==> config.mk <==
export PLATFORM = sky130hd
export DESIGN_NAME = instr_encoder
export DESIGN_NICKNAME = d
export VERILOG_FILES = /design/src/rtl/instr_encoder_pkg.sv /design/src/rtl/instr_pack.sv /design/src/rtl/instr_encoder.sv
export SDC_FILE = /design/constraint.sdc
export NUM_CORES = 1
export LEC_CHECK = 0
export CAP_MARGIN = 20
export CELL_PAD_IN_SITES_DETAIL_PLACEMENT = 0
export CELL_PAD_IN_SITES_GLOBAL_PLACEMENT = 1
export CORE_ASPECT_RATIO = 1.5
export CORE_MARGIN = 2
export CORE_UTILIZATION = 34
export CTS_BUF_LIST = sky130_fd_sc_hd__clkbuf_8
export DETAILED_ROUTE_END_ITERATION = 7
export HOLD_SLACK_MARGIN = 0.08
export PLACE_DENSITY_LB_ADDON = 0.1
export SYNTH_ARGS = -nofsm -noshare
export SYNTH_HDL_FRONTEND = slang
export SYNTH_SLANG_ARGS = --single-unit
==> constraint.sdc <==
create_clock -name clk_i -period 2.65 [get_ports clk_i]
set_input_delay 0.265 -clock clk_i [delete_from_list [all_inputs] [get_ports clk_i]]
set_output_delay 0.265 -clock clk_i [all_outputs]
set_load 0.1 [all_outputs]
==> src/rtl/instr_encoder_pkg.sv <==
// Shared encoding vocabulary for the instruction encoder and its matching decoder:
// request kinds, base opcodes, error codes and an immediate-range helper.
package instr_encoder_pkg;

    typedef enum logic [2:0] {
        KIND_LW    = 3'd0,
        KIND_SW    = 3'd1,
        KIND_RTYPE = 3'd2,
        KIND_BEQ   = 3'd3,
        KIND_ITYPE = 3'd4,
        KIND_JAL   = 3'd5
    } kind_e;

    typedef enum logic [1:0] {
        ERR_NONE  = 2'd0,
        ERR_KIND  = 2'd1,
        ERR_RANGE = 2'd2,
        ERR_ALIGN = 2'd3
    } err_e;

    localparam logic [6:0] OP_LOAD   = 7'b0000011;
    localparam logic [6:0] OP_STORE  = 7'b0100011;
    localparam logic [6:0] OP_REG    = 7'b0110011;
    localparam logic [6:0] OP_IMM    = 7'b0010011;
    localparam logic [6:0] OP_BRANCH = 7'b1100011;
    localparam logic [6:0] OP_JAL    = 7'b1101111;

    localparam logic [2:0] F3_WORD = 3'b010;
    localparam logic [2:0] F3_BEQ  = 3'b000;
    localparam logic [2:0] F3_SLL  = 3'b001;
    localparam logic [2:0] F3_SRX  = 3'b101;

    // True when v, read as two's complement, is representable in 'width' signed bits.
    function automatic logic simm_fits(input logic [31:0] v, input int unsigned width);
        logic [31:0] top;
        top = $unsigned($signed(v) >>> (width - 1));
        return (top == 32'h0000_0000) || (top == 32'hFFFF_FFFF);
    endfunction

endpackage

==> src/rtl/instr_pack.sv <==
// Combinational field packing and immediate legality check for one request.
module instr_pack
    import instr_encoder_pkg::*;
(
    input  logic [2:0]  kind_i,
    input  logic [2:0]  funct3_i,
    input  logic        funct7b5_i,
    input  logic [4:0]  rd_i,
    input  logic [4:0]  rs1_i,
    input  logic [4:0]  rs2_i,
    input  logic [31:0] imm_i,
    output logic [31:0] instr_o,
    output err_e        errcode_o
);

    logic [6:0] funct7;
    logic       is_shift;

    assign funct7   = {1'b0, funct7b5_i, 5'b00000};
    assign is_shift = (funct3_i == F3_SLL) || (funct3_i == F3_SRX);

    always_comb begin
        instr_o   = 32'h0000_0000;
        errcode_o = ERR_NONE;
        case (kind_i)
            KIND_LW: begin
                instr_o = {imm_i[11:0], rs1_i, F3_WORD, rd_i, OP_LOAD};
                if (!simm_fits(imm_i, 12)) errcode_o = ERR_RANGE;
            end
            KIND_SW: begin
                instr_o = {imm_i[11:5], rs2_i, rs1_i, F3_WORD, imm_i[4:0], OP_STORE};
                if (!simm_fits(imm_i, 12)) errcode_o = ERR_RANGE;
            end
            KIND_RTYPE: begin
                instr_o = {funct7, rs2_i, rs1_i, funct3_i, rd_i, OP_REG};
            end
            KIND_ITYPE: begin
                if (is_shift) begin
                    instr_o = {funct7, imm_i[4:0], rs1_i, funct3_i, rd_i, OP_IMM};
                    if (imm_i[31:5] != 27'd0) errcode_o = ERR_RANGE;
                end else begin
                    instr_o = {imm_i[11:0], rs1_i, funct3_i, rd_i, OP_IMM};
                    if (!simm_fits(imm_i, 12)) errcode_o = ERR_RANGE;
                end
            end
            KIND_BEQ: begin
                instr_o = {imm_i[12], imm_i[10:5], rs2_i, rs1_i, F3_BEQ,
                           imm_i[4:1], imm_i[11], OP_BRANCH};
                // Alignment is judged before range, so an odd far target reports misaligned.
                if (imm_i[0])                   errcode_o = ERR_ALIGN;
                else if (!simm_fits(imm_i, 13)) errcode_o = ERR_RANGE;
            end
            KIND_JAL: begin
                instr_o = {imm_i[20], imm_i[10:1], imm_i[11], imm_i[19:12], rd_i, OP_JAL};
                if (imm_i[0])                   errcode_o = ERR_ALIGN;
                else if (!simm_fits(imm_i, 21)) errcode_o = ERR_RANGE;
            end
            default: errcode_o = ERR_KIND;
        endcase
    end

endmodule

==> src/rtl/instr_encoder.sv <==
// Streams encoded instructions into instruction memory through a one-entry output
// register, tracking write address, written-word count and the first encoding error.
module instr_encoder
    import instr_encoder_pkg::*;
(
    input  logic        clk_i,
    input  logic        rst_i,
    input  logic        clear_i,
    input  logic        valid_i,
    output logic        ready_o,
    input  logic [2:0]  kind_i,
    input  logic [2:0]  funct3_i,
    input  logic        funct7b5_i,
    input  logic [4:0]  rd_i,
    input  logic [4:0]  rs1_i,
    input  logic [4:0]  rs2_i,
    input  logic [31:0] imm_i,
    output logic        wvalid_o,
    input  logic        wready_i,
    output logic [31:0] instr_o,
    output logic [31:0] addr_o,
    output logic        err_o,
    output logic [1:0]  errcode_o,
    output logic [15:0] count_o
);

    // Handshakes: a request moves when valid_i && ready_o at a rising edge, a word
    // moves when wvalid_o && wready_i; wvalid_o and its payload never change while
    // the word waits, and a clear in the same cycle wins over both.

    logic        wvalid_q, wvalid_d;
    logic [31:0] instr_q, instr_d;
    logic [31:0] addr_q, addr_d;
    logic [15:0] count_q, count_d;
    logic        err_q, err_d;
    err_e        code_q, code_d;

    logic [31:0] pack_instr;
    err_e        pack_err;
    logic        wr_fire;
    logic        req_fire;

    instr_pack u_pack (
        .kind_i     (kind_i),
        .funct3_i   (funct3_i),
        .funct7b5_i (funct7b5_i),
        .rd_i       (rd_i),
        .rs1_i      (rs1_i),
        .rs2_i      (rs2_i),
        .imm_i      (imm_i),
        .instr_o    (pack_instr),
        .errcode_o  (pack_err)
    );

    assign ready_o  = !clear_i && (!wvalid_q || wready_i);
    assign wr_fire  = wvalid_q && wready_i;
    assign req_fire = valid_i && ready_o;

    always_comb begin
        wvalid_d = wvalid_q;
        instr_d  = instr_q;
        addr_d   = addr_q;
        count_d  = count_q;
        err_d    = err_q;
        code_d   = code_q;
        if (clear_i) begin
            wvalid_d = 1'b0;
            addr_d   = 32'h0000_0000;
            count_d  = 16'h0000;
            err_d    = 1'b0;
            code_d   = ERR_NONE;
        end else begin
            if (wr_fire) begin
                wvalid_d = 1'b0;
                addr_d   = addr_q + 32'd4;
                if (count_q != 16'hFFFF) count_d = count_q + 16'd1;
            end
            if (req_fire) begin
                if (pack_err == ERR_NONE) begin
                    wvalid_d = 1'b1;
                    instr_d  = pack_instr;
                end else begin
                    err_d = 1'b1;
                    if (!err_q) code_d = pack_err;
                end
            end
        end
    end

    always_ff @(posedge clk_i) begin
        if (rst_i) begin
            wvalid_q <= 1'b0;
            instr_q  <= 32'h0000_0000;
            addr_q   <= 32'h0000_0000;
            count_q  <= 16'h0000;
            err_q    <= 1'b0;
            code_q   <= ERR_NONE;
        end else begin
            wvalid_q <= wvalid_d;
            instr_q  <= instr_d;
            addr_q   <= addr_d;
            count_q  <= count_d;
            err_q    <= err_d;
            code_q   <= code_d;
        end
    end

    assign wvalid_o  = wvalid_q;
    assign instr_o   = instr_q;
    assign addr_o    = addr_q;
    assign count_o   = count_q;
    assign err_o     = err_q;
    assign errcode_o = code_q;

endmodule

==> out/qor_table.md <==
| Step | Result | This run |
|---|---|---|
| clock tree | Number of buffers added by the clock tree synthesis step | 9 |
| setup path | Critical path cell sequence | clkdlybuf4s50_1 -> or4_1 -> o311ai_1 -> buf_4 -> nand4_1 -> o21ai_2 -> nand3_2 -> buf_12 -> mux2_4 |
| logic synthesis | Simple-gate share of the synthesized area | 26.0% |
| place | HPWL Detailed | 8900 um |
| final layout | Non-filler cells, final | 792 |
| logic synthesis | Synthesized-area fraction occupied by adder cells | 0.602% |
| grt | Total GRT Usage | 17.5% |
| setup path | Type of the worst setup path | primary input to flop |
| power and ir drop | Cell leakage power | 2.46 nW |
| power and ir drop | Cell internal pwr | 0.00197 W |
| clock tree | Clock insertion delay at the later pin of the skew report | 0.36 ns |
| power and ir drop | PD cells | 461 nW/um^2 |
| timing | Unrepaired setup endpoints after global routing | false |
| logic synthesis | EDFF count, synth | 0 |
| die | Die Y | 139 um |
| logic synthesis | Synth Area in Compound Gates | 10.6% |
| setup path | Data required time at the worst endpoint | 2.89 ns |
| power and ir drop | Net switching power of the design | 0.000730 W |
| logic synthesis | Post-synth top area share | 38.5% |
| power and ir drop | Sw Share | 27.0% |
| place | Number of placed cells counting well taps | 776 |
| final layout | Layout Nets | 695 |
| logic synthesis | Post-synthesis sequential area ratio | 38.5% |
| die | Number of placement rows | 49 |
| setup path | Worst-path cell with the longest stage delay | sky130_fd_sc_hd__or4_1 |
| setup path | Family with the most delay on the worst path | simple AND/OR/NAND/NOR gates |
| place | Count of input and output buffers | 141 |
| routing | Count of TritonRoute iterations in the first routing pass | 4 |
| final layout | Antenna Cells | 0 |
| die | Area of the placeable core | 12,000 sq um |
| timing | Highest attainable clock frequency | 426 MHz |
| job | Max-Cap Viols | 0 |
| setup path | Startpoint kind of the worst setup timing path | primary input |
| logic synthesis | Count of distinct cell types in the synthesized netlist | 50 |
| logic synthesis | Top_reg_cell synth | sky130_fd_sc_hd__dfxtp_1 |
| routing | Total number of vias | 3,868 |
| logic synthesis | Post-synthesis cell area | 4160 sq um |
| setup path | Maximum single-stage delay on the critical path | 0.54 ns |
| logic synthesis | Post-synthesis average cell area | 8.51 sq um |
| routing | Residual DRC count | 0 |
| grt | Global-route wire length before repair | 18,300 um |
| power and ir drop | Clock share of power | 38.8% |
| logic synthesis | Combinational family with the most area after synthesis | simple AND/OR/NAND/NOR gates |
| place | Pre-CTS WS | -0.0831 ns |
| power and ir drop | IR drop worst, VDD | 0.000265 V |
| timing | Skew final | 0.0128 ns |
| grt | Overall overflow remaining after global route | 0 |
| logic synthesis | Largest area contributor in the synthesized netlist | sky130_fd_sc_hd__dfxtp_1 |
| grt | Pin count of the biggest net entering global routing | 55 |
| place | Routability cong. | 0.878 |
| routing | Routed WL | 11,600 um |
| logic synthesis | Instance count of the mapped netlist | 488 |
| timing | Relative max-transition margin | 65.5% |
| final layout | Layout cell share with drive strength beyond 1 | 24.7% |
| setup path | Buffers and inverters on the worst path | 3 |
| die | Chip width | 94.3 um |
| clock tree | Level count of the clock H-tree | 3 |
| logic synthesis | Cell types occupying the most area after synthesis | sky130_fd_sc_hd__dfxtp_1, sky130_fd_sc_hd__nor2_1, sky130_fd_sc_hd__mux2_4 |
| timing | Total count of hold-check failures in the final report | 0 |
| setup path | Endpoint arrival time on the critical path | 2.59 ns |
| clock tree | Largest buffer count on any clock path | 2 |
| die | Initial Utilization | 34.8% |
| logic synthesis | Count of state elements after synthesis | 80 |
| die | I/O pin total | 144 |
| clock tree | CTS hold repair buffers | 0 |
| clock tree | Root buffer selected by CTS | sky130_fd_sc_hd__clkbuf_8 |
| timing | Fin. max-slew vios | 0 |
| grt | Number of global-route vias before repair | 3,824 |
| routing | Average wire length per cell after detail routing | 14.6 um |
| logic synthesis | Mux contribution to synthesized area | 10.9% |
| clock tree | CTS tree | done |
| final layout | Top library cells by usage in the layout, fill and taps aside | sky130_fd_sc_hd__buf_4, sky130_fd_sc_hd__nor2_1, sky130_fd_sc_hd__dfxtp_1 |
| timing | Transition time at the pin with the least slew margin | 0.513 ns |
| clock tree | Number of clock sinks | 80 |
| die | Die area | 13,100 sq um |
| hold path | Type of the worst min-delay path | flop to flop |
| power and ir drop | Logic pwr share | 16.0% |
| clock tree | Setup fix buffers added after clock tree synthesis | 0 |
| routing | Vias/cell | 4.88 |
| setup path | Biggest fanout along the worst timing path | 14 |
| run status | Result of the run | completed |
| logic synthesis | Async SR Flop Fraction | 0% |
| final layout | Fill count | 1,198 |
| clock tree | Count of instances resized after the clock tree is built | 0 |
| routing | DRC marker count from the first detailed-route iteration | 53 |
| logic synthesis | XOR/XNOR Fraction of Synth Area | 8.64% |
| timing | Fin crit share | 88.5% |
| grt | Initial antenna violation count | 0 |
| power and ir drop | Register share of total power | 45.2% |
| routing | Antenna viol nets, final | 0 |
| final layout | Area overhead of the layout relative to synthesis | 41.0% |
| clock tree | Clock edge transition at the registers on the reported setup and hold paths | 0.08 ns |
| setup path | Critical path capture point type | flop |
| timing | Clock period minus worst slack | 2.34 ns |
| timing | Count of endpoints failing setup in the final report | 0 |
| logic synthesis | Warnings from Yosys | 0 |
| final layout | Most common library cell in the layout ignoring fill and taps | sky130_fd_sc_hd__buf_4 |
| timing | Final Worst Setup Slack | 0.305 ns |
-- worst min-delay path, delay by kind of cell, from the launching register on --
| kind | cells | cell delay [ns] |
|---|---|---|
| AND/OR/NAND/NOR | 1 | 0.05 |
| flip-flops | 1 | 0.32 |
| AO/OA/AOI/OAI | 1 | 0.06 |
-- kinds of logic after synthesis --
family / count (synthesis)
flops: 80
fa+ha+maj: 2
simple gates: 218
buf+inv: 43
mux: 36
other cells: 1
compound gates: 67
xor+xnor: 41
-- Yosys cell counts (all sizes together), types with 7 or more instances --
library cell,number
nand2b,12
nor2b,23
mux2i,15
a21oi,25
o21ai,8
dfxtp,80
clkbuf,24
inv,8
nor4,7
nor2,83
nand3,22
nand2,28
nand4,13
buf,10
and3,8
a22oi,10
xor2,29
mux2,21
xnor2,12
-- power by group through the flow --
stage	logic, W	registers [W]	clock network [W]
floorplan	0.000172	0.00133	0
global placement	0.000434	0.00125	0
detailed placement	0.000437	0.00125	0
CTS	0.000437	0.00122	0.00109
global route	0.000461	0.00122	0.00114
finish	0.000433	0.00122	0.00105
-- final cells by class --
type                            count  area (sq um)  share of cell area, %
Sequential cell                    80          1600                   27.4
Timing Repair Buffer              168          1430                   24.3
Clock buffer                       11           151                   2.58
Clock inverter                      5          80.1                   1.37
Multi-Input combinational cell    366          2370                   40.5
Inverter                            9          33.8                  0.577
Tap cell                          153           191                   3.27
-- routing by layer --
metal	vias to the layer above	part of all wire, %	GRT usage [%]
li1	1966	-	-
met1	1786	40	19.2
met2	99	53	31.9
met3	17	5.1	4.06
met4	0	2.3	6.79
met5	-	0	0
-- final timing paths --
check / cells after the start / from / to / slack (ns)
setup / recovery: 9 / imm_i[6] / instr_o[19] / 0.31
setup reg to reg: 6 / count_o[3] / count_o[15] / 0.67
hold / removal: 2 / errcode_o[1] / errcode_o[1] / 0.47
hold reg to reg: 2 / errcode_o[1] / errcode_o[1] / 0.47
-- metrics by stage --
| step | util [%] | TNS (ns) | power [W] | cell area, sq um | hold slack, ns |
|---|---|---|---|---|---|
| after floorplan | - | 0 | 0.00151 | 4170 | 0.404 |
| after global placement | 47.1 | -1.04 | 0.00168 | 5630 | 0.451 |
| after detailed placement | 47.1 | -1.74 | 0.00169 | 5630 | 0.455 |
| after CTS | 49.0 | 0 | 0.00274 | 5860 | 0.462 |
| after global routing | 49.0 | 0 | 0.00282 | 5860 | 0.482 |
| final | 49.0 | 0 | 0.00270 | 5860 | 0.468 |
-- state kept, by name, summed over array words and instances (netlist names) --
signal,cells
addr_o,30
instr_o,30
count_o,16
errcode_o,2
err_o,1
wvalid_o,1
Note: power is estimated with default switching activity, not from simulation.
